<file path="src/rtl/writeback_stage.sv">
// Writeback stage: stage register, 32x32 register file with combinational reads,
// and a retired-instruction counter. Optional read bypass via WRITEBACK_BYPASS_EN.
module writeback_stage #(
  parameter int unsigned COUNT_W = 32
) (
  input  logic               clk,
  input  logic               reset,
  input  logic               valid_in,
  input  logic [1:0]         bundle_in,
  input  logic [4:0]         write_reg_in,
  input  logic [31:0]        pc_seq_in,
  input  logic [31:0]        data_in,
  input  logic               stall_in,
  input  logic               flush_in,
  input  logic [4:0]         rs_addr_in,
  input  logic [4:0]         rt_addr_in,
  output logic [31:0]        rs_data_out,
  output logic [31:0]        rt_data_out,
  output logic               wb_valid_out,
  output logic [4:0]         wb_reg_out,
  output logic [31:0]        wb_data_out,
  output logic [COUNT_W-1:0] retired_count_out
);

  logic        s_valid;
  logic        s_regwrite;
  logic        s_link;
  logic [4:0]  s_wreg;
  logic [31:0] s_pc_seq;
  logic [31:0] s_data;
  logic        s_committed;

  logic        commit;
  logic [31:0] commit_data;
  logic [31:0] rf [32];

  assign commit       = s_valid & ~s_committed;
  assign commit_data  = s_link ? s_pc_seq : s_data;
  assign wb_valid_out = commit & s_regwrite & (s_wreg != 5'd0);
  assign wb_reg_out   = s_wreg;
  assign wb_data_out  = commit_data;

  // A stalled instruction stays in S but is marked committed after its first edge,
  // so it retires exactly once.
  always_ff @(posedge clk or posedge reset) begin
    if (reset) begin
      s_valid     <= 1'b0;
      s_regwrite  <= 1'b0;
      s_link      <= 1'b0;
      s_wreg      <= '0;
      s_pc_seq    <= '0;
      s_data      <= '0;
      s_committed <= 1'b0;
    end else if (flush_in) begin
      s_valid     <= 1'b0;
      s_regwrite  <= 1'b0;
      s_link      <= 1'b0;
      s_wreg      <= '0;
      s_pc_seq    <= '0;
      s_data      <= '0;
      s_committed <= 1'b0;
    end else if (stall_in) begin
      s_committed <= s_committed | commit;
    end else begin
      s_valid     <= valid_in;
      s_regwrite  <= bundle_in[0];
      s_link      <= bundle_in[1];
      s_wreg      <= write_reg_in;
      s_pc_seq    <= pc_seq_in;
      s_data      <= data_in;
      s_committed <= 1'b0;
    end
  end

  always_ff @(posedge clk or posedge reset) begin
    if (reset) begin
      for (int unsigned i = 0; i < 32; i++) rf[i] <= '0;
    end else if (wb_valid_out) begin
      rf[s_wreg] <= commit_data;
    end
  end

  always_ff @(posedge clk or posedge reset) begin
    if (reset)       retired_count_out <= '0;
    else if (commit) retired_count_out <= retired_count_out + 1'b1;
  end

  always_comb begin
    rs_data_out = (rs_addr_in == 5'd0) ? '0 : rf[rs_addr_in];
    rt_data_out = (rt_addr_in == 5'd0) ? '0 : rf[rt_addr_in];
`ifdef WRITEBACK_BYPASS_EN
    if (wb_valid_out && (rs_addr_in == wb_reg_out)) rs_data_out = wb_data_out;
    if (wb_valid_out && (rt_addr_in == wb_reg_out)) rt_data_out = wb_data_out;
`endif
  end

endmodule

</file>
<file path="config.mk">
export PLATFORM = sky130hd
export DESIGN_NAME = writeback_stage
export DESIGN_NICKNAME = d
export VERILOG_FILES = /design/src/rtl/writeback_stage.sv
export SDC_FILE = /design/constraint.sdc
export NUM_CORES = 2
export LEC_CHECK = 0
export BUFFER_PORTS_ARGS = -buffer_cell sky130_fd_sc_hd__buf_4
export CAP_MARGIN = 20
export CORE_MARGIN = 5
export CORE_UTILIZATION = 32
export DETAILED_ROUTE_END_ITERATION = 10
export GPL_TIMING_DRIVEN = 0
export PLACE_DENSITY_LB_ADDON = 0.15
export SETUP_SLACK_MARGIN = 0.1
export SYNTH_ARGS = -nofsm -noshare
export SYNTH_HDL_FRONTEND = slang
export SYNTH_SLANG_ARGS = --single-unit
</file>
<file path="constraint.sdc">
create_clock -name clk -period 81.5 [get_ports clk]
set_clock_uncertainty 0.15 [all_clocks]
set_input_delay 16.3 -clock clk [delete_from_list [all_inputs] [get_ports clk]]
set_output_delay 16.3 -clock clk [all_outputs]
set_load 0.03 [all_outputs]
</file>
Yosys cells after proc, flatten, opt, wreduce, memory -nomap -nowiden
Index checks and enable logic that the tools add are counted.

Bits in registers: 1129. Output and inout bits: 134. Logic and storage cells: 84.

$add $sub $neg: 1. Magnitude comparators: 4. Equal/unequal tests: 1. Multiplexer cells: 26. Bitwise operators: 8. Reductions and logical operators: 4.

Operators by type and width (count): 1024-bit bitwise mux (1); 32-bit two-way mux (12); 32-bit binary-select mux with 5-bit select (2); 32-bit demux with 5-bit select (1); 32-bit by 1-bit adder with 32-bit output, second input constant (1); 6-bit >= comparator, second input constant (3); 5-bit inverter with 6-bit output (3); 5-bit logical NOT (2); 5-bit two-way mux (2); 1-bit two-way mux (8); 6-bit by 1-bit < comparator with 1-bit output, second input constant (1); 5-bit nonzero test (1); 1-bit AND (3); 2-bit by 1-bit != test with 1-bit output, second input constant (1); 1-bit logical AND (1); 1-bit inverter (1); 1-bit OR (1).

Logic depth before layout (Yosys ltp)
Depth after elaboration: 6. Gate-level depth with buffers: 9. Depth with buffers taken out: 5.

Worst setup path after synthesis
Ideal clock, no wire load.

Path type: input-to-output. Start: in rt_addr_in[0]. End: out rt_data_out[11]. Data arrival time: 18404 ps. Path slack: 46646 ps. Stages: 6. Path buffers: 4. Cell sequence: buf_2 -> buf_2 -> clkbuf_1 -> clkbuf_1 -> a211oi_1 -> nor4_1.

Word-level cells in the longest chain between the ends: 5.

RTL lines: start, declared (line 16) `input logic [4:0] rt_addr_in,`; 5-bit inverter with 6-bit output (implied by the code) (line 90) `rt_data_out = (rt_addr_in == 5'd0) ? '0 : rf[rt_addr_in];`; 32-bit binary-select mux with 5-bit select (line 90); 32-bit two-way mux (implied by the code) (2 in series) (line 90); 32-bit two-way mux * (line 90); end, declared (line 18) `output logic [31:0] rt_data_out,`.

Mark *: on every way between the ends. The rest lies on a longest branch, timed or not. The select of a mux whose other input is x is not followed.

Worst setup path in the final report
Start: in rs_addr_in[1]. End: out rs_data_out[11].

Word-level cells in the longest chain between the ends: 5.

RTL lines: start, declared (line 15) `input logic [4:0] rs_addr_in,`; 5-bit inverter with 6-bit output (implied by the code) (line 89) `rs_data_out = (rs_addr_in == 5'd0) ? '0 : rf[rs_addr_in];`; 32-bit binary-select mux with 5-bit select (line 89); 32-bit two-way mux (implied by the code) (2 in series) (line 89); 32-bit two-way mux * (line 89); end, declared (line 17) `output logic [31:0] rs_data_out,`.

Marks and branches as above.

==> impl_metrics.env <==
export IMPL_yosysTopAreaCell="dfrtp_1"
export IMPL_r2r_setup_slack_ns=77.91
export IMPL_finalNetCount=5742
export IMPL_grt_antenna_before_repair=15
export IMPL_hold_buffers=0
export IMPL_synth_async_reset_ratio=1.00
export IMPL_syn_inst=5243
export IMPL_synth_ff_type="dfrtp_1"
export IMPL_cts_sinks=1129
export IMPL_peakVddDrop_mv=0.0230
export IMPL_vias=48800
export IMPL_synthesis_nets=5330
export IMPL_switching_share=0.278
export IMPL_place_hpwl_mm=213
export IMPL_post_cts_buffers=0
export IMPL_cts_path_max_buffers=3
export IMPL_report_power_total_mw=1.38
export IMPL_p_clk_frac=0.469
export IMPL_drt_initial_drc_count=6222
export IMPL_synth_mux_area_frac=0.223
export IMPL_instances_no_fill=8125
export IMPL_chipHeight_um=432
export IMPL_rsz0062_at_grt="false"
export IMPL_die_area_sq_um=187000
export IMPL_avgSynthCellArea_sq_um=10.9
export IMPL_synth_top_area_frac=0.495
export IMPL_outcome="complete, no violations"
export IMPL_first_pass_iters=7
export IMPL_grtUsageTotal=0.302
export IMPL_synthToLayoutAreaGrowth_pct=17.8
export IMPL_finalSetupViolCount=0
export IMPL_routedWlPerCell_um=35.4
export IMPL_io_pins=220
export IMPL_worst_slew_pin_slew_ns=1.37
export IMPL_coreArea_sq_um=178000
export IMPL_critical_path_class="in2out"
export IMPL_cap_violations=0
export IMPL_power_frac_seq=0.417
export IMPL_fill_cells=17700
export IMPL_slew_headroom=0.0871
export IMPL_die_w_um=432
export IMPL_post_cts_resized=0
export IMPL_synth_compound_area_frac=0.137
export IMPL_insertion_delay_ns=0.79
export IMPL_synth_top_family_by_area="multiplexers"
export IMPL_post_route_min_period_ns=37.00
export IMPL_grt_pass1_vias=47600
export IMPL_cts_buffers=137
export IMPL_routabilityCongestion=0.972
export IMPL_comb_power_share=0.113
export IMPL_synth_edf_count=0
export IMPL_root_buffer="clkbuf_16"
export IMPL_wl_mm=288
export IMPL_dp_cells=7853
export IMPL_worst_path_max_fanout=10
export IMPL_io_buffers=210
export IMPL_synthSimpleGateAreaFrac=0.0937
export IMPL_cts_tree="built"
export IMPL_p_leak_nw=29.7
export IMPL_synth_xor_area_frac=0.00476
export IMPL_ys_seq_area_frac=0.495
export IMPL_drcViolationCount=0
export IMPL_post_route_period_util=0.454
export IMPL_ant_nets=0
export IMPL_holdCritPathClass="reg2reg"
export IMPL_cp_start_kind="input pin"
export IMPL_end_kind="output pin"
export IMPL_grt_max_degree=119
export IMPL_netlist_area_sq_um=57100
export IMPL_initial_core_util=0.321
export IMPL_fmaxAchievable_ghz=0.0270
export IMPL_yosysWarnings=0
export IMPL_synth_top_cells_by_area="dfrtp_1, mux4_2, mux2i_1"
export IMPL_switchingPower_mw=0.384
export IMPL_cts_max_level=4
export IMPL_yosysUniqueCellTypes=50
export IMPL_finalSetupTns_ns=0
export IMPL_p_int_mw=0.997
export IMPL_drt_vias_per_instance=6.01
export IMPL_clk_pin_slew_ns=0.05
export IMPL_powerDensity_nw_per_um2=20.5
export IMPL_synth_seq_cells=1129
export IMPL_critPathArrivalTime_ns=20.55
export IMPL_finalHoldViolCount=0
export IMPL_fp_row_count=155
export IMPL_synthAdderAreaFrac=0.000219
export IMPL_overflow=0
export IMPL_slew_violations=0
export IMPL_crit_required_ns=65.05
export IMPL_drive_gt1_frac=0.178
export IMPL_grt_pass1_wl_mm=393
[registers in the layout, summed over array words and instances, names as in the netlist]
name / count
rf: 1024
retired_count_out: 32
s_data: 32
s_pc_seq: 32
wb_reg_out: 5
s_committed: 1
s_link: 1
s_regwrite: 1
s_valid: 1
[final cells by class]
type                    count  area (sq um)  share of cell area
inverters                  38           150             0.00223
repair buffers            273          2480              0.0370
clock inverters            48           576             0.00856
clock buffers             197          4120              0.0612
flip-flops and latches   1129         28300               0.420
well taps                2355          2950              0.0438
diodes                      9          22.5            0.000335
multi-input cells        3503         26200               0.389
plain buffers             573          2530              0.0376
[path summary, 6_finish.rpt]
path,start,cells past startpoint,to
worst max-delay path,rs_addr_in[1],8,rs_data_out[11]
worst min-delay path,retired_count_out[31]$_DFFE_PP0N_,1,retired_count_out[31]$_DFFE_PP0N_
worst max register to register,wb_reg_out[2]$_DFFE_PP0P_,6,rf[918]$_DFFE_PP0P_
worst min register to register,retired_count_out[31]$_DFFE_PP0N_,1,retired_count_out[31]$_DFFE_PP0N_
max in group asynchronous,reset,6,rf[773]$_DFFE_PP0P_
min in group asynchronous,reset,2,wb_reg_out[0]$_DFFE_PP0P_
[worst max-delay path, cell delays in order]
cell,delay [ns]
buf_4,0.13
buf_2,0.39
buf_2,0.56
clkbuf_2,0.90
mux4_2,0.46
a211oi_1,1.10
nor3_1,0.35
buf_4,0.29
[placed cells by master (no fill, tap or decap), drive strengths merged, types with 64 or more instances in the layout]
master	n
dfrtp	1129
clkbuf	604
nor2	559
nand2	524
a21oi	513
o21ai	512
buf	439
mux2i	418
mux4	369
a22oi	94
a211oi	64
[routing by layer]
layer | GRT usage | part of all wire | vias up
li1 | - | - | 19800
met1 | 0.390 | 0.39 | 25300
met2 | 0.439 | 0.43 | 3043
met3 | 0.104 | 0.11 | 739
met4 | 0.179 | 0.070 | 4
met5 | 0 | 0.000080 | -
[cell usage after synthesis (38+ instances only)]
cell      number
a22oi_1       94
buf_4         43
a211oi_1      64
o22ai_1       46
a22o_1        62
o21ai_0      512
clkbuf_1     391
nand2_1      524
nor2_1       558
nor2b_1       43
inv_1         38
mux4_2       369
buf_2         70
mux2i_1      418
nor3_1        49
buf_1         53
dfrtp_1     1129
a21oi_1      513
[logic make-up after synthesis]
group | Yosys count
AO/OA/AOI/OAI | 1373
AND/OR/NAND/NOR | 1293
flip-flops | 1129
multiplexers | 805
buffers and inverters | 611
XOR/XNOR | 31
adder cells (fa/ha/maj) | 1
[stage by stage]
stage	hold slack (ns)	setup WS, ns	util	area (sq um)
after floorplan	0.291	33.26	-	57100
after global placement	0.315	18.55	0.346	61600
after detailed placement	0.323	44.59	0.351	62400
after CTS	0.335	44.58	0.377	67100
after global routing	0.351	44.62	0.378	67200
final	0.327	44.50	0.378	67200
[power by group through the flow]
stage          Clock (mW)  Combinational (mW)  Sequential (mW)
2_1_floorplan           0              0.0742            0.588
3_3_place_gp            0               0.147            0.588
3_5_place_dp            0               0.152            0.586
4_1_cts             0.657               0.152            0.576
5_1_grt             0.678               0.161            0.577
6_report            0.648               0.156            0.576
Power figures use the tool's default switching activity.
